<file path="src/rtl/fp32_to_int32_pkg.sv">
// Shared FP32/INT32 constants and the converter state encoding.
package fp_pkg;

  localparam int FP32_BIAS   = 127;
  localparam int FP32_EXP_W  = 8;
  localparam int FP32_MANT_W = 23;

  localparam logic [31:0] INT32_MAX = 32'h7FFF_FFFF;
  localparam logic [31:0] INT32_MIN = 32'h8000_0000;

  // Exponent field values bounding the shift path (e = -1 .. 30), and the
  // exponent at which the binary point sits right below mag[0] (e = 23).
  localparam logic [7:0] EXP_SHIFT_LO = 8'(FP32_BIAS - 1);
  localparam logic [7:0] EXP_SAT      = 8'(FP32_BIAS + 31);
  localparam logic [7:0] EXP_UNITY    = 8'(FP32_BIAS + FP32_MANT_W);

  typedef enum logic [1:0] {
    IDLE   = 2'd0,
    SHIFT  = 2'd1,
    FINISH = 2'd2,
    DONE   = 2'd3
  } state_t;

endpackage

</file>
<file path="src/rtl/fp32_to_int32_if.sv">
// Valid/ready operand and result channels of the FP32 -> INT32 converter.
interface fp32_to_int32_if;
  logic        in_valid;
  logic        in_ready;
  logic [31:0] in_fp;
  logic        out_valid;
  logic        out_ready;
  logic [31:0] out_int;
  logic        out_ovf;

  modport master (
    output in_valid, in_fp, out_ready,
    input  in_ready, out_valid, out_int, out_ovf
  );

  modport slave (
    input  in_valid, in_fp, out_ready,
    output in_ready, out_valid, out_int, out_ovf
  );
endinterface

</file>
<file path="src/rtl/fp32_to_int32_align_shifter.sv">
// Combinational alignment step: shifts the magnitude by k bits (k <= 8).
// Right shifts feed the top dropped bit into guard and fold everything else
// that falls off (including the old guard) into sticky.
module fp_align_shifter (
  input  logic [31:0] mag_i,
  input  logic        guard_i,
  input  logic        sticky_i,
  input  logic        dir_i,     // 1 = left, 0 = right
  input  logic [3:0]  k_i,
  output logic [31:0] mag_o,
  output logic        guard_o,
  output logic        sticky_o
);

  logic [64:0] ext_r;

  // Select left or right alignment of {mag, guard, sticky}
  always_comb begin
    ext_r = {mag_i, guard_i, 32'd0} >> k_i;
    if (dir_i) begin
      mag_o    = mag_i << k_i;
      guard_o  = guard_i;
      sticky_o = sticky_i;
    end else begin
      mag_o    = ext_r[64:33];
      guard_o  = ext_r[32];
      sticky_o = sticky_i | (|ext_r[31:0]);
    end
  end

endmodule

</file>
<file path="src/rtl/fp32_to_int32.sv">
// Multi-cycle FP32 -> signed INT32 converter with an iterative aligner.
// Optional feature macro FP2INT_ROUND_EN: round-to-nearest-even instead of
// truncation toward zero.
//
// state  | meaning
// IDLE   | in_ready high, waiting for an operand
// SHIFT  | aligning mag by up to SHIFT_STEP bits per cycle until cnt == 0
// FINISH | round, apply sign, register the result
// DONE   | result held on out_* until out_ready
module fp32_to_int32 #(
  parameter int SHIFT_STEP = 1
) (
  input logic            clk,
  input logic            reset,
  fp32_to_int32_if.slave bus
);
  import fp_pkg::*;

  localparam logic [4:0] STEP = 5'(SHIFT_STEP);

  state_t      state_q;
  logic        sign_q, dir_q, guard_q, sticky_q, ovf_q;
  logic [31:0] mag_q;
  logic [4:0]  cnt_q;
  logic        out_valid_q, out_ovf_q;
  logic [31:0] out_int_q;

  logic [7:0]  exp_w;
  logic        dir_w;
  logic [4:0]  cnt_w;
  logic [3:0]  k_w;
  logic [31:0] sh_mag_w;
  logic        sh_guard_w, sh_sticky_w;
  logic        round_inc_w;
  logic [31:0] mag_rnd_w, res_w;

  assign exp_w = bus.in_fp[30:23];
  assign dir_w = exp_w > EXP_UNITY;
  assign cnt_w = dir_w ? 5'(exp_w - EXP_UNITY) : 5'(EXP_UNITY - exp_w);
  assign k_w   = (cnt_q < STEP) ? cnt_q[3:0] : STEP[3:0];

  fp_align_shifter u_shift (
    .mag_i    (mag_q),
    .guard_i  (guard_q),
    .sticky_i (sticky_q),
    .dir_i    (dir_q),
    .k_i      (k_w),
    .mag_o    (sh_mag_w),
    .guard_o  (sh_guard_w),
    .sticky_o (sh_sticky_w)
  );

`ifdef FP2INT_ROUND_EN
  assign round_inc_w = guard_q & (sticky_q | mag_q[0]);
`else
  assign round_inc_w = 1'b0;
`endif

  // Saturated and zero paths park their final magnitude in mag_q with
  // guard = 0, so FINISH treats every path the same way.
  assign mag_rnd_w = mag_q + {31'd0, round_inc_w};
  assign res_w     = sign_q ? (~mag_rnd_w + 32'd1) : mag_rnd_w;

  assign bus.in_ready  = (state_q == IDLE);
  assign bus.out_valid = out_valid_q;
  assign bus.out_int   = out_int_q;
  assign bus.out_ovf   = out_ovf_q;

  // Converter FSM and datapath registers
  always_ff @(posedge clk or posedge reset) begin
    if (reset) begin
      state_q     <= IDLE;
      sign_q      <= 1'b0;
      dir_q       <= 1'b0;
      guard_q     <= 1'b0;
      sticky_q    <= 1'b0;
      ovf_q       <= 1'b0;
      mag_q       <= 32'd0;
      cnt_q       <= 5'd0;
      out_valid_q <= 1'b0;
      out_ovf_q   <= 1'b0;
      out_int_q   <= 32'd0;
    end else begin
      case (state_q)
        IDLE: begin
          if (bus.in_valid) begin
            sign_q   <= bus.in_fp[31];
            dir_q    <= dir_w;
            cnt_q    <= cnt_w;
            guard_q  <= 1'b0;
            sticky_q <= 1'b0;
            ovf_q    <= 1'b0;
            if (exp_w < EXP_SHIFT_LO) begin
              mag_q   <= 32'd0;
              state_q <= FINISH;
            end else if (exp_w >= EXP_SAT) begin
              // -2^31 is the only out-of-range-exponent value INT32 can hold
              mag_q   <= bus.in_fp[31] ? INT32_MIN : INT32_MAX;
              ovf_q   <= bus.in_fp[31] ? (bus.in_fp != 32'hCF00_0000) : 1'b1;
              state_q <= FINISH;
            end else begin
              mag_q   <= {8'd0, 1'b1, bus.in_fp[22:0]};
              state_q <= SHIFT;
            end
          end
        end
        SHIFT: begin
          if (cnt_q == 5'd0) begin
            state_q <= FINISH;
          end else begin
            mag_q    <= sh_mag_w;
            guard_q  <= sh_guard_w;
            sticky_q <= sh_sticky_w;
            cnt_q    <= cnt_q - {1'b0, k_w};
          end
        end
        FINISH: begin
          out_int_q   <= res_w;
          out_ovf_q   <= ovf_q;
          out_valid_q <= 1'b1;
          state_q     <= DONE;
        end
        DONE: begin
          if (bus.out_ready) begin
            out_valid_q <= 1'b0;
            state_q     <= IDLE;
          end
        end
        default: state_q <= IDLE;
      endcase
    end
  end

endmodule

</file>
<file path="src/flat_wrapper.sv">
// flat-port wrapper written by rule: the top's interface ports become plain ports
module fp32_to_int32_flat import fp_pkg::*;
#(
  parameter int SHIFT_STEP = 1
)
  (clk, reset, bus_in_valid, bus_in_fp, bus_out_ready, bus_in_ready, bus_out_valid, bus_out_int, bus_out_ovf);
  fp32_to_int32_if bus_i ();
  input logic clk;
  input logic reset;
  input wire logic [$bits(bus_i.in_valid)-1:0] bus_in_valid;
  input wire logic [$bits(bus_i.in_fp)-1:0] bus_in_fp;
  input wire logic [$bits(bus_i.out_ready)-1:0] bus_out_ready;
  output wire logic [$bits(bus_i.in_ready)-1:0] bus_in_ready;
  output wire logic [$bits(bus_i.out_valid)-1:0] bus_out_valid;
  output wire logic [$bits(bus_i.out_int)-1:0] bus_out_int;
  output wire logic [$bits(bus_i.out_ovf)-1:0] bus_out_ovf;
  assign bus_i.in_valid = bus_in_valid;
  assign bus_i.in_fp = bus_in_fp;
  assign bus_i.out_ready = bus_out_ready;
  assign bus_in_ready = bus_i.in_ready;
  assign bus_out_valid = bus_i.out_valid;
  assign bus_out_int = bus_i.out_int;
  assign bus_out_ovf = bus_i.out_ovf;
  fp32_to_int32 #(.SHIFT_STEP(SHIFT_STEP)) u_core (.clk(clk), .reset(reset), .bus(bus_i));
endmodule
</file>
<file path="config.mk">
export PLATFORM = sky130hd
export DESIGN_NAME = fp32_to_int32_flat
export DESIGN_NICKNAME = d
export VERILOG_FILES = /design/src/rtl/fp32_to_int32_pkg.sv /design/src/rtl/fp32_to_int32_if.sv /design/src/rtl/fp32_to_int32_align_shifter.sv /design/src/rtl/fp32_to_int32.sv /design/src/flat_wrapper.sv
export SDC_FILE = /design/constraint.sdc
export NUM_CORES = 1
export LEC_CHECK = 0
export CAP_MARGIN = 40
export CORE_ASPECT_RATIO = 0.7
export CORE_UTILIZATION = 53
export CTS_BUF_LIST = sky130_fd_sc_hd__clkbuf_16
export DETAILED_ROUTE_END_ITERATION = 6
export PLACE_DENSITY_LB_ADDON = 0.2
export SYNTH_ARGS = -nofsm -noshare
export SYNTH_HDL_FRONTEND = slang
export SYNTH_SLANG_ARGS = --single-unit
</file>
<file path="constraint.sdc">
create_clock -name clk -period 4.2 [get_ports clk]
set_clock_uncertainty 0.15 [all_clocks]
set_input_delay 1.26 -clock clk [delete_from_list [all_inputs] [get_ports clk]]
set_output_delay 1.26 -clock clk [all_outputs]
set_load 0.03 [all_outputs]
</file>
# Word-level counts from Yosys, hierarchy flattened
# Cells that the tools add are included.
# Widths: inputs -> output; s select.
[classes]
n_addsub = 4
bitwise = 1
eq_ne = 9
muxes = 28
magnitude_cmp = 4
shifts = 2
n_reduce_logical = 9
[op_table]
columns = ["cell", "count"]
rows = [
  ["$mux 32", 7],
  ["$shr 65x4->65", 1],
  ["$pmux 32 s2", 1],
  ["$add 32x1->32 const B", 1],
  ["$ne 32x32->1 const B", 1],
  ["$not 32->32", 1],
  ["$shl 32x4->32", 1],
  ["$mux 5", 3],
  ["$mux 2", 5],
  ["$pmux 5 s2", 1],
  ["$ge 8x8->1 const B", 1],
  ["$gt 8x8->1 const B", 1],
  ["$lt 8x7->1 const B", 1],
  ["$ne 2x2->1 const B", 4],
  ["$pmux 2 s4", 1],
  ["$mux 1", 7],
  ["$reduce_and 3->1", 2],
  ["$logic_not 5->1", 1],
  ["$lt 5x1->1 const B", 1],
  ["$sub 5x4->5", 1],
  ["$sub 5x5->5 const A", 1],
  ["$sub 5x5->5 const B", 1],
  ["$eq 2x2->1 const B", 2],
  ["$mux 4", 1],
  ["other kinds (7)", 10],
]
[word_totals]
input_bits = 36
register_bits = 77
output_inout_bits = 35
word_cells = 67

# Longest topological paths before layout
# Gate-level depths: netlist of the first run.
[logic_depth]
depth_word = 6
ltp_mapped = 9
depth_no_buf = 7

# Cells and area by module
# Synthesis of the first run repeated with hierarchy kept, for this count alone.
[hier_totals]
hier_cells = 883
area_unflattened_um2 = 7490.9
[by_module_without_submodules]
columns = ["module", "cells_per_inst", "area_each_um2", "instances"]
rows = [
  ["fp32_to_int32", 502, 4431.8, 1],
  ["fp_align_shifter", 381, 3059.2, 1],
]

# Worst setup path after synthesis of the first run
# Ideal clock, no wire load.
[synth_timing]
path_type = "input to register"
start = "input bus_in_fp[24]"
end = "register u_core.mag_q[10]"
t_required_ps = 3985
setup_time_ps = 65
t_arrival_ps = 2784
path_slack_ps = 1200
path_stages = 7
path_cell_list = "ha_1 > nand2b_1 > a21o_1 > a2111oi_2 > nand2b_1 > buf_2 > o22a_1"
[synth_between]
elab_chain_len = 5
elab_cells_between_ends = 6
[synth_lines]
columns = ["element", "line", "rtl"]
rows = [
  ["from (decl)", "flat_wrapper.sv:11", "input wire logic [$bits(bus_i.in_fp)-1:0] bus_in_fp;"],
  ["$ge 8x8->1", "fp32_to_int32.sv:96", "end else if (exp_w >= EXP_SAT) begin"],
  ["$mux 32", "fp32_to_int32.sv:96", ""],
  ["$mux 32 *", "fp32_to_int32.sv:93", "if (exp_w < EXP_SHIFT_LO) begin"],
  ["$mux 32 *", "fp32_to_int32.sv:86", "if (bus.in_valid) begin"],
  ["$pmux 32 s2 *", "fp32_to_int32.sv:84", "case (state_q)"],
  ["to (signal assigned)", "fp32_to_int32.sv:98", "mag_q <= bus.in_fp[31] ? INT32_MIN : INT32_MAX;"],
  ["to (signal assigned)", "fp32_to_int32.sv:102", "mag_q <= {8'd0, 1'b1, bus.in_fp[22:0]};"],
  ["to (signal assigned)", "fp32_to_int32.sv:111", "mag_q <= sh_mag_w;"],
  ["to (decl)", "fp32_to_int32.sv:23", "logic [31:0] mag_q;"],
]
# Mark *: on every way between the ends. The rest lies on a longest branch, timed or not. The select of a mux whose other input is x is not followed.
# A chain may end at the register's enable or synchronous reset.

# Worst setup path in the final report of the first run
[layout_timing]
start = "input bus_in_fp[24]"
end = "register u_core.mag_q[11]"
# Same word-level chain as after synthesis.

==> summary.md, run 1 <==
| Metric | Value |
|---|---|
| Outcome | finished clean |
| Most used flip-flop cell after synthesis | dfrtp_1 |
| Worst setup EP type | flip-flop |
| CTS buffer count | 9 |
| Placed cell area | 5620 sq um |
| Internal power | around 0.0029 W |
| Number of global-route vias before repair | 4,029 |
| Share of cells above drive strength 1 | 9.48% |
| Clock sinks | 76 |
| EDFF count, synth | 0 |
| Yosys warns | 0 |
| Initial antenna violation count | 0 |
| Sequential share of power | 31.2% |
| Post-DR wirelength/cell | 17.5 um |
| Top cell type's share of synthesized area | 39.4% |
| Clock slew at reported path FFs | 60 ps |
| Seq/Total Area, Yosys | 39.4% |
| Nets | 632 |
| Gate power share | about half |
| Antenna Cells | 0 |
| Clock share of power | 17.1% |
| Post-synth ARST share | 100% |
| Number of library cell types mapped by synthesis | 59 |
| CP max-delay cell | clkdlybuf4s50_1 |
| Startpoint types | input port |
| Std-Cell Rows | 28 |
| Post-Route WL | 12.5 mm |
| Critical-path cell list | clkdlybuf4s50_1 > ha_1 > nand2b_1 > a21o_1 > a2111oi_2 > nand2b_1 > buf_4 > o22a_1 |
| RSZ-0062 raised after global routing | false |
| First-pass GRT wire length | 20.8 mm |
| Root buffer cell | clkbuf_16 |
| Hold crit path type | flip-flop to flip-flop |
| Hold-fix buffers at CTS | 0 |
| IO Port Bufs | 70 |
| Post-synthesis instance total | approximately 530 |
| Design area | 5960 sq um |
| Total core area | between 8000 and 9000 sq um |
| Pins Over Slew Limit | 0 |
| CP Class | input port to flip-flop |
| Pwr Total | 0.00520 W |
| Synth Register Bits | 76 |
| Post-Place Cells | 695 |
| Setup violations, final | 0 |
| Top delay family on crit path | buffers and inverters |
| DRT iter0 DRCs | 439 |
| Rel. slew slack | 48.3% |
| Largest net degree at the start of global routing | 42 |
| Post-Layout Cell Count | 711 |
| Final Cycle Share | slightly below 80% |
| Peak VDD IR | 0.000398 V |
| Post-Syn Nets | 578 |
| CP Max Fanout | 21 |
| Post-DP HPWL | 8.98 mm |
| CTS tree | built |
| # DRC | 0 |
| GRT Residual Overflow | 0 |
| CTS max path bufs | 2 |
| Max-cap violations | 0 |
| ANT nets after route | 0 |
| GPL Wtd Cong | 0.915 |
| Buf/Inv on CP | 2 |
| Worst slew pin tran | 775 ps |
| Synthesized area per cell | approximately 9.1 sq um |
| Area Growth Syn to Fin | 23.7% |
| Yosys top cell by area | dfrtp_1 |
| Lkg Pwr | around 2.5 nW |
| Die footprint | 9490 sq um |
| CTS resizes | 0 |
| Cell repeated most along the worst path | nand2b_1 |
| F_max | approximately 0.30 GHz |
| CP required | 4320 ps |
| Sw Ratio | 44.4% |
| Setup repair bufs after CTS | 0 |
| Netlist Area Pre-Place | about 4800 sq um |
| Boundary Pins | slightly above 70 |
| Starting density of the core | 55.7% |
| H-tree lvl count | 3 |
| DR pass1 iterations | 5 |
| Via density | 6.04 |
| Count leader, synth | dfrtp_1 |
| Critical Path AT | 3450 ps |
| CP max stage delay | 610 ps |
| Pwr per Cell Area | a little under 900 nW/um^2 |
| Switching pwr | 0.00231 W |
| Die Ht | ~80 um |
| Clk_lat worst skew | 340 ps |
| GRT Total Usage | 29.0% |
| Commonest cells post-synth | dfrtp_1, a21oi_1, nor2_1 |
| Synth area leaders | dfrtp_1, mux2i_1, a21oi_1 |
| Setup TNS | 0 ps |
| Final Hold Fails | 0 |
| Chip width | 116 um |
| Tmin final | ~3300 ps |
| Min Hold Slack | ~340 ps |
| DR vias | 4,291 |
[registers in the layout (all words and copies together), names as in the netlist]
| register | flops |
|---|---|
| u_core.sign_q | 1 |
| u_core.cnt_q | 5 |
| u_core.bus.out_valid | 1 |
| u_core.state_q | 2 |
| u_core.ovf_q | 1 |
| u_core.dir_q | 1 |
| u_core.bus.out_ovf | 1 |
| u_core.mag_q | 32 |
| u_core.bus.out_int | 32 |
[through the flow]
| stage | utilization (%) | worst slack [ps] |
|---|---|---|
| after global routing | 68.9 | 701 |
| after CTS | 68.9 | 888 |
| after global placement | 64.5 | 648 |
| after floorplan | - | 852 |
| after detailed placement | 65.0 | 554 |
| final | 68.9 | 879 |
[layout by cell type, fill, tap and decap left out, types with 9 or more instances in the layout]
cell / count
mux2i_1: 26
ha_1: 9
mux2_2: 10
nand2_1: 31
clkbuf_16: 9
buf_4: 11
xor2_1: 25
dfrtp_1: 76
o21ai_0: 27
o31ai_1: 10
nor3_1: 10
o22ai_1: 23
a21oi_1: 44
clkdlybuf4s50_1: 70
inv_1: 38
nor2_1: 42
o22a_1: 21
[cell families (layout without fill, tap and decap cells)]
logic type                 after synthesis  in the layout  synth area share, %
adders and majority gates               10             10                 2.59
AOI/OAI and AO/OA                      170            170                 24.0
buffers and inverters                   78            137                 6.69
DFF                                     76             76                 39.4
and+or+nand+nor                        132            132                 14.1
xor gates and xnor gates                30             30                 5.45
muxes                                   36             36                 7.73
[final timing paths]
kind,startpoint,to,slack [ps],cells after the start
max in group asynchronous,reset,u_core.mag_q[12],2290,3
min in group asynchronous,reset,u_core.bus.out_int[17],1200,3
min,u_core.ovf_q,u_core.ovf_q,340,2
min reg2reg,u_core.ovf_q,u_core.ovf_q,340,2
max reg2reg,u_core.state_q[1],u_core.mag_q[11],1460,8
max,bus_in_fp[24],u_core.mag_q[11],880,8
[routing by layer]
layer	global-route usage [%]	up-vias	wire length (um)
met2	43.2	169	5480
li1	-	2051	-
met4	8.72	0	163
met1	42.3	2058	6030
met5	0	-	0
met3	5.90	13	799
[final cells by class]
class,instances,area (sq um)
fill,706,2690
multi-input combinational,378,2600
inverter,38,143
tap,120,150
clock buffer,9,225
sequential,76,1900
timing repair buffer,83,826
clock inverter,7,115
[power groups by stage]
stage | Sequential, W | Clock (W) | Combinational [W]
6_report | 0.00162 | 0.000888 | 0.00269
5_1_grt | 0.00168 | 0.000929 | 0.00295
4_1_cts | 0.00161 | 0.000898 | 0.00269
3_5_place_dp | 0.00161 | 0 | 0.00267
3_3_place_gp | 0.00163 | 0 | 0.00250
2_1_floorplan | 0.00170 | 0 | 0.00171
[worst register-to-register path: cells and delay by family (launching register included)]
family | cells | cell delay, ps
AOI/OAI and AO/OA | 3 | 750
adders and majority gates | 1 | 660
buffers and inverters | 3 | 540
DFF | 1 | 410
and+or+nand+nor | 1 | 110
(Power assumes the default switching activity.)
==> inputs of run 2 (changes only) <==
- clock period: 4.2 -> 3.3 ns (I/O delays scaled with it)
==> summary.md, run 2 (same netlist as run 1, synthesis figures left out) <==
| Metric | Value |
|---|---|
| Peak VDD IR | a little over 0.0005 V |
| Top delay family on crit path | buffers and inverters |
| Post-Route WL | approximately 12 mm |
| DRT iter0 DRCs | 367 |
| Pre-CTS setup slack | about 120 ps |
| Die Ht | 81.8 um |
| ANT nets after route | 0 |
| Post-DR wirelength/cell | roughly 17 um |
| # DRC | 0 |
| H-tree lvl count | 3 |
| RSZ-0062 raised after global routing | false |
| Hold crit path type | flip-flop to flip-flop |
| Setup repair bufs after CTS | 0 |
| CTS tree | built |
| Outcome | finished clean |
| Nets | 639 |
| F_max | 0.340 GHz |
| Clk_lat worst skew | approximately 340 ps |
| Final Hold Fails | 0 |
| Grt peak-use layer | met2 |
| Via density | ~6 |
| CP required | 2160 ps |
| Critical-path cell list | inv_1 > ha_1 > clkdlybuf4s50_1 |
| IO Port Bufs | 70 |
| Final Cycle Share | 89.2% |
| Worst slew pin tran | 532 ps |
| Sequential cell area | 1900 sq um |
| First-pass GRT wire length | 19.9 mm |
| Setup violations, final | 0 |
| Boundary Pins | between 70 and 80 |
| GRT Total Usage | 27.8% |
| Rel. slew slack | 63.6% |
| Met1 usage | approximately 40% |
| CTS resizes | 0 |
| CP Class | flip-flop to output port |
| Starting density of the core | 55.7% |
| GPL Wtd Cong | between 0.8 and 0.9 |
| Met2 Track Usage GR | 42.0% |
| Startpoint types | flip-flop |
| Pwr per Cell Area | 1080 nW/um^2 |
| Pins Over Slew Limit | 0 |
| Post-DP HPWL | 8.83 mm |
| Design area | between 5000 and 6000 sq um |
| Area occupied by multi-input gates | 2600 sq um |
| CP Max Fanout | 5 |
| Worst setup EP type | output port |
| Commonest non-fill, non-tap cell in the layout | dfrtp_1 |
| Number of global-route vias before repair | 3,983 |
| GRT Residual Overflow | 0 |
| Chip width | between 100 and 150 um |
| Met3 usage | 6.42% |
| Tmin final | 2940 ps |
| Clock sinks | 76 |
| Core Util, Final | just under 70% |
| Placed cell area | approximately 5700 sq um |
| CP max-delay cell | clkdlybuf4s50_1 |
| Hold-fix buffers at CTS | 0 |
| Area Growth Syn to Fin | 23.7% |
| Lkg Pwr | 2.48 nW |
| Total core area | 8650 sq um |
| CTS max path bufs | 2 |
| DR vias | 4,282 |
| Clock slew at reported path FFs | 50 ps |
| CTS buffer count | 9 |
| Max-cap violations | 0 |
| Root buffer cell | clkbuf_16 |
| Share of cells above drive strength 1 | around 10% |
| Critical Path AT | 1800 ps |
| DR pass1 iterations | 5 |
| Initial antenna violation count | 0 |
| Setup TNS | 0 ps |
| Antenna Cells | 0 |
| Most frequent cells in the layout | dfrtp_1, clkdlybuf4s50_1, a21oi_1 |
| Buf/Inv on CP | 2 |
| FF-to-FF setup slack | 620 ps |
| Die footprint | 9490 sq um |
| CP max stage delay | slightly above 700 ps |
| Std-Cell Rows | 28 |
| Final setup margin | around 360 ps |
| Filler instances | 685 |
| Largest net degree at the start of global routing | 77 |
run 2: layer usage:
layer | up-vias | routed length, um
met2 | 168 | 5230
met4 | 0 | 172
li1 | 2075 | -
met5 | - | 0
met1 | 2026 | 5940
met3 | 13 | 926
run 2: worst paths after layout:
path                              startpoint                      to  cells after the start
hold reg to reg                 u_core.ovf_q            u_core.ovf_q                      2
hold / removal                  u_core.ovf_q            u_core.ovf_q                      2
setup reg to reg            u_core.mag_q[15]  u_core.bus.out_int[26]                      5
min in group asynchronous              reset  u_core.bus.out_int[17]                      3
max in group asynchronous              reset         u_core.mag_q[4]                      3
setup / recovery           u_core.state_q[0]            bus_in_ready                      3
run 2: layout make-up:
class | instances | share of cell area (%)
multi-input combinational | 378 | 43.7
sequential | 76 | 31.9
timing repair buffer | 90 | 15.0
clock buffer | 9 | 3.78
tap | 120 | 2.52
inverter | 38 | 2.39
clock inverter | 4 | 0.734
run 2: tightest hold or removal path: stages, from the launching register on:
cell	delay, ps
dfrtp_1	340
nand2_1	60
o21ai_0	60
run 2: through the flow:
step	total power, W	hold slack, ps	instances
floorplan	0.00434	294	532
global placement	0.00535	318	701
detailed placement	0.00547	328	702
CTS	0.00642	341	715
global route	0.00688	378	715
finish	0.00643	343	715
run 2: power breakdown:
part	leakage [nW]	switching [W]	internal (W)
clock network	0.134	0.000360	0.000567
logic	1.46	0.00188	0.00158
registers	0.886	0.000639	0.00141
==> inputs of run 3 (changes only) <==
- CTS_CLUSTER_DIAMETER: default -> 120
==> results of run 3 <==
The final DEF is identical to that of run 2; final timing and power are the same.
==> variant 1 (config.mk and constraints of run 3) <==
Re-encode `state_t` (4 states) as Gray code, 2 bits wide.
--- a/src/rtl/fp32_to_int32_pkg.sv
+++ b/src/rtl/fp32_to_int32_pkg.sv
@@ -16,8 +16,8 @@
 
   typedef enum logic [1:0] {
-    IDLE   = 2'd0,
-    SHIFT  = 2'd1,
-    FINISH = 2'd2,
-    DONE   = 2'd3
+    IDLE   = 2'b00,
+    SHIFT  = 2'b01,
+    FINISH = 2'b11,
+    DONE   = 2'b10
   } state_t;
 
Behaviour: same outputs for any inputs over 4 cycles, from zero or initial values and one cycle with reset high; so few cycles prove little.
==> variant 1 against run 3 <==
  * Cell area decreased by 0.19%
  * Worst setup slack got worse by 0.052 ns
  * Non-clock buffer count increased by 10
  * Wire length decreased by 1.8%
  * Power decreased by 6.1%
  * Sequential cell count unchanged
  * Core utilization increased by 1.0 points
  * Synthesized area decreased by 2.9%
  * Critical path type is now input pin to register
  * Critical endpoint is now u_core.mag_q[24]
  * Largest power group unchanged
==> variant 1: results (changes against run 3) <==
* Status: finished clean
* Inserted Clock Buffers at 9 (unchanged)
* Worst reg2reg endpoint: u_core.bus.out_int[24]
* Quantity of I/O buffers inserted on ports at 70 (unchanged)
* Hold path startpoint: u_core.bus.out_int[27]
* Number of different library cells in the post-synthesis netlist at 57 (-3.4%)
* Post-CTS Setup Inserts at 0 (unchanged)
* Htree depth at 3 (unchanged)
* Maximum number of pins on one net before global-route repair at 45 (-42%)
* Global-route wire length before repair at 19.58 mm (-1.6%)
* Cell family contributing the most delay on the critical path: compound AO/OA/AOI/OAI gates
* # DRC at 0 (unchanged)
* Register-to-register setup slack at 0.67 ns (+0.05 ns)
* Number of vias in the routed layout at 4302 (+0.47%)
* Cells taking the most area after synthesis: sky130_fd_sc_hd__dfrtp_1, sky130_fd_sc_hd__mux2_2, sky130_fd_sc_hd__nand2_1, sky130_fd_sc_hd__o21ai_0, sky130_fd_sc_hd__xor2_1
* List of most frequent post-synthesis cells: sky130_fd_sc_hd__dfrtp_1, sky130_fd_sc_hd__nand2_1, sky130_fd_sc_hd__o21ai_0
* GR Util All Layers at 27.74% (-0.061 points)
* Initial detailed-routing violation count at 282 (-23%)
* Worst Hold Path Cells at 2 (unchanged)
* Highest ir drop seen on vdd at 0.0005199 V (+3.2%)
* Main flop type after synthesis: sky130_fd_sc_hd__dfrtp_1
* Ratio of cells with drive above 1 in the final layout at 14.55% (+4.5 points)
* Synth Net Count at 559 (-3.3%)
* Sink of the worst hold path: u_core.bus.out_int[27]
* Per-cell via count in the routed design at 6.051 (+1.0%)
* Count of instances resized after the clock tree is built at 0 (unchanged)
* Number of nets in the layout at 630 (-1.4%)
* Slowest cell on the critical path: sky130_fd_sc_hd__clkdlybuf4s50_1
* Gate Count Post-Synth at 517 (-2.8%)
* Critical register-to-register path startpoint: u_core.mag_q[0]
* Root Buffer: sky130_fd_sc_hd__clkbuf_16
* Number of global-route vias before repair at 3824 (-4.0%)
* Transition time of the tightest slew-check pin at 0.5702 ns (+0.03777 ns)
* Deepest clock path buffer count at 2 (unchanged)
* Antenna fix cells at 0 (unchanged)
* Number of cells on the worst reg-to-reg path at 7 (+2)
* Clock latency on the worst-skew pair at 0.34 ns (about the same)
* Yosys warning count at 0 (unchanged)
* Fraction of synthesis flops using an asynchronous set or reset pin at 100.0% (unchanged)
* Class of the most critical hold timing path: register to register
* Clock-pin transition on the worst setup and hold timing paths at 0.06 ns
* Leakage at 0.002463 uW (-0.76%)
* Sequential fraction of the synthesis area at 40.60% (+1.2 points)
* Placed cell count at 697 (-0.71%)
* Arrival @ worst endpoint at 3.07 ns (+1.27 ns)
* Number of antenna violations at the first check in global routing at 0 (unchanged)
* Largest driver fanout on the critical path at 6 (+1)
* Slowest Stage Delay on Critical Path at 0.42 ns (-0.29 ns)
* Routed length per placed instance at 16.95 um (-1.2%)
* Weighted congestion at the end of routability-driven global placement at 0.8962 (+2.6%)
* Worst slack at placement at -0.01239 ns (-0.1336 ns)
* Number of iterations in the first detailed-routing pass at 5 (unchanged)
* HPWL Detailed at 8.639 mm (-2.1%)
* Fill cell instance count of the final layout at 685 (unchanged)
-- variant 1: worst min-delay path: cells and delay by family (launching register included) --
family / cells / cell delay, ns
AND/OR/NAND/NOR: 1 / 0.04
AO/OA/AOI/OAI: 1 / 0.05
flip-flops: 1 / 0.34
-- variant 1: cells by family (layout without fill, tap and decap cells) --
| group | count (synthesis) | after routing | share of synthesized area, % |
|---|---|---|---|
| flops | 76 | 76 | 40.60 |
| buf+inv | 50 | 124 | 4.300 |
| xor+xnor | 30 | 30 | 5.609 |
| fa+ha+maj | 6 | 6 | 1.603 |
| mux | 33 | 33 | 7.719 |
| compound gates | 155 | 155 | 22.41 |
| simple gates | 167 | 167 | 17.76 |
-- variant 1: per-layer routing --
layer	wire (um)	GRT usage, %	share of wire, %
met1	5411	38.62	45
met2	5474	42.42	45
met3	1006	7.849	8.3
met4	157	6.883	1.3
met5	0	0	0
-- variant 1: through the flow --
stage | TNS (ns) | hold WS (ns) | util [%] | area [um2]
2_1_floorplan | 0 | 0.2960 | - | 4684
3_5_place_dp | -0.02404 | 0.3190 | 66.73 | 5680
6_report | 0 | 0.3217 | 69.91 | 5952
3_3_place_gp | -3.941 | 0.3119 | 66.23 | 5638
4_1_cts | 0 | 0.3307 | 69.91 | 5952
5_1_grt | 0 | 0.3432 | 69.91 | 5952
-- variant 1: final cells by class --
cell class | count | share of cell area, %
multi-input combinational | 391 | 43.60
sequential | 76 | 31.95
timing repair buffer | 100 | 16.73
clock buffer | 9 | 3.784
tap | 120 | 2.523
clock inverter | 5 | 0.7778
inverter | 10 | 0.6306
-- variant 1: power breakdown --
part           internal [uW]  switching, uW
clock                    567            362
combinational           1420           1690
sequential              1400            600
-- variant 1: worst max path at each step --
stage,startpoint,endpoint,slack [ns],cells past startpoint
finish,bus_in_fp[24],u_core.mag_q[24],0.30,8
global route,bus_in_fp[24],u_core.mag_q[1],0.11,8
CTS,bus_in_fp[24],u_core.mag_q[24],0.33,8
detailed placement,bus_in_fp[24],u_core.mag_q[1],-0.01,8
global placement,bus_in_fp[24],u_core.mag_q[14],-0.27,8
floorplan,reset,u_core.bus.out_int[0],0.22,1
==> variant 2 (settings of run 3) <==
Made on the original files. The option `FP2INT_ROUND_EN` is turned on by a define.
--- a/src/rtl/fp32_to_int32.sv
+++ b/src/rtl/fp32_to_int32.sv
@@ -8,4 +8,6 @@
 // FINISH | round, apply sign, register the result
 // DONE   | result held on out_* until out_ready
+`define FP2INT_ROUND_EN
+
 module fp32_to_int32 #(
   parameter int SHIFT_STEP = 1
Formal check against the unedited RTL: not equivalent (a bounded check fails within 10 cycles, from zero or initial values and one cycle with reset high).
==> variant 2 against run 3 <==
  * Power is 14% higher
  * Global-route usage rose by 4.1 points
  * Cell area up 27%
  * Cell count increased by 33%
  * Wire length increased by 46%
  * Synthesized area up 26%
  * Critical path depth is 6 higher
  * Sequential cell count grew 2
  * Die area is 26% higher
  * Synthesized cell count rose by 34%
  * Sequential share of layout area down 6.2 points
  * Worst setup slack worse by 0.24 ns
  * Core utilization is 0.49 points lower
  * Highest routed layer unchanged
==> variant 2: results (changes against run 3) <==
* Status: finished clean
* Met1 usage in global routing at 44.71% (+4.9 points)
* Crit path launch: u_core.mag_q[0]
* Slowest Stage Delay on Critical Path at 0.59 ns (-0.12 ns)
* Weighted congestion at the end of routability-driven global placement at 0.9744 (+12%)
* Ratio of cells with drive above 1 in the final layout at 19.32% (+9.2 points)
* Initial detailed-routing violation count at 648 (+77%)
* Switching share of power at 46.30% (+1.5 points)
* Tightest slew margin relative to the limit at 43.99% (-20 points)
* Fraction of synthesized cell area in xor and xnor cells at 7.626% (+2.2 points)
* Highest ir drop seen on vdd at 0.0005731 V (+14%)
* Adder-cell share of the synthesized area at 2.055% (-0.54 points)
* HPWL Detailed at 13.24 mm (+50%)
* Comb pwr at 4420 uW (+28%)
* Hold path startpoint: u_core.bus.out_int[20]
* Number of different library cells in the post-synthesis netlist at 69 (+17%)
* Met3 usage at 5.893% (-0.53 points)
* Slowest cell on the critical path: sky130_fd_sc_hd__or4_4
* Post-detailed-routing wire length at 17.98 mm (+46%)
* Gate Count Post-Synth at 713 (+34%)
* Sequential fraction of the synthesis area at 32.07% (-7.4 points)
* Fill cell instance count of the final layout at 882 (+29%)
* Multiplexer share of the synthesized area at 9.723% (+2.0 points)
* Final core utilization at 68.42% (-0.49 points)
* Maximum number of pins on one net before global-route repair at 79 (+2.6%)
* Worst slack at placement at -0.2860 ns (-0.4072 ns)
* DRT met1 WL at 8.184 mm (+38%)
* Arrival @ worst endpoint at 3.25 ns (+1.45 ns)
* Number of iterations in the first detailed-routing pass at 6 (+1)
* Leakage at 0.003010 uW (+21%)
* Total cell area at the placement stage at 7202 um2 (+26%)
* Number of nets in the layout at 839 (+31%)
* Met2 usage at 49.07% (+7.0 points)
* Count of non-filler cells in the finished layout at 950 (+33%)
* Number of global-route vias before repair at 5825 (+46%)
* WL met2 at 8.163 mm (+56%)
* Global-route wire length before repair at 29.54 mm (+48%)
* Cell family contributing the most delay on the critical path: simple AND/OR/NAND/NOR gates
* GR Util All Layers at 31.86% (+4.1 points)
* Per-cell via count in the routed design at 6.322 (+5.6%)
* Clock network power at 989 uW (+6.7%)
* Synth Net Count at 759 (+31%)
* Cells taking the most area after synthesis: sky130_fd_sc_hd__dfrtp_1, sky130_fd_sc_hd__mux2_2, sky130_fd_sc_hd__nand2_1, sky130_fd_sc_hd__o21ai_0, sky130_fd_sc_hd__xnor2_1
* Placed cell count at 934 (+33%)
-- variant 2: cell types whose count changed after synthesis, moves of 15 or more --
cell	before	now
sky130_fd_sc_hd__a221oi_1	2	17
sky130_fd_sc_hd__o22ai_1	23	3
sky130_fd_sc_hd__nand2_1	31	85
sky130_fd_sc_hd__o22a_1	21	0
sky130_fd_sc_hd__o21ai_0	27	53
sky130_fd_sc_hd__inv_1	38	14
sky130_fd_sc_hd__a21oi_1	45	22
sky130_fd_sc_hd__mux2_2	10	41
sky130_fd_sc_hd__xnor2_1	5	24
sky130_fd_sc_hd__nand3_1	4	26
sky130_fd_sc_hd__nand4_1	5	31
-- variant 2: path summary, 6_finish.rpt --
| kind | endpoint | slack [ns] | cells past startpoint |
|---|---|---|---|
| worst min register to register | u_core.bus.out_int[20] | 0.36 | 1 |
| worst max register to register | u_core.bus.out_int[20] | 0.12 | 9 |
| min in group asynchronous | u_core.state_q[0] | 0.90 | 3 |
| max in group asynchronous | u_core.mag_q[2] | 1.73 | 3 |
| worst min-delay path | u_core.bus.out_int[20] | 0.36 | 1 |
| worst max-delay path | u_core.bus.out_int[20] | 0.12 | 9 |
-- variant 2: what timing repair did --
| item | CTS | global route |
|---|---|---|
| endpoints found under the hold margin | 0 | 0 |
| resized for setup | 0 | 13 |
| endpoints found under the setup margin | 0 | 21 |
| hold buffers | 0 | 0 |
-- variant 2: area by class of cell --
class                           instances  share of cell area [%]
Inverter                               14                  0.6925
Clock buffer                            9                   2.968
Clock inverter                          6                  0.8244
Tap cell                              153                   2.523
Timing Repair Buffer                  134                   16.49
Sequential cell                        78                   25.74
Multi-Input combinational cell        556                   50.77
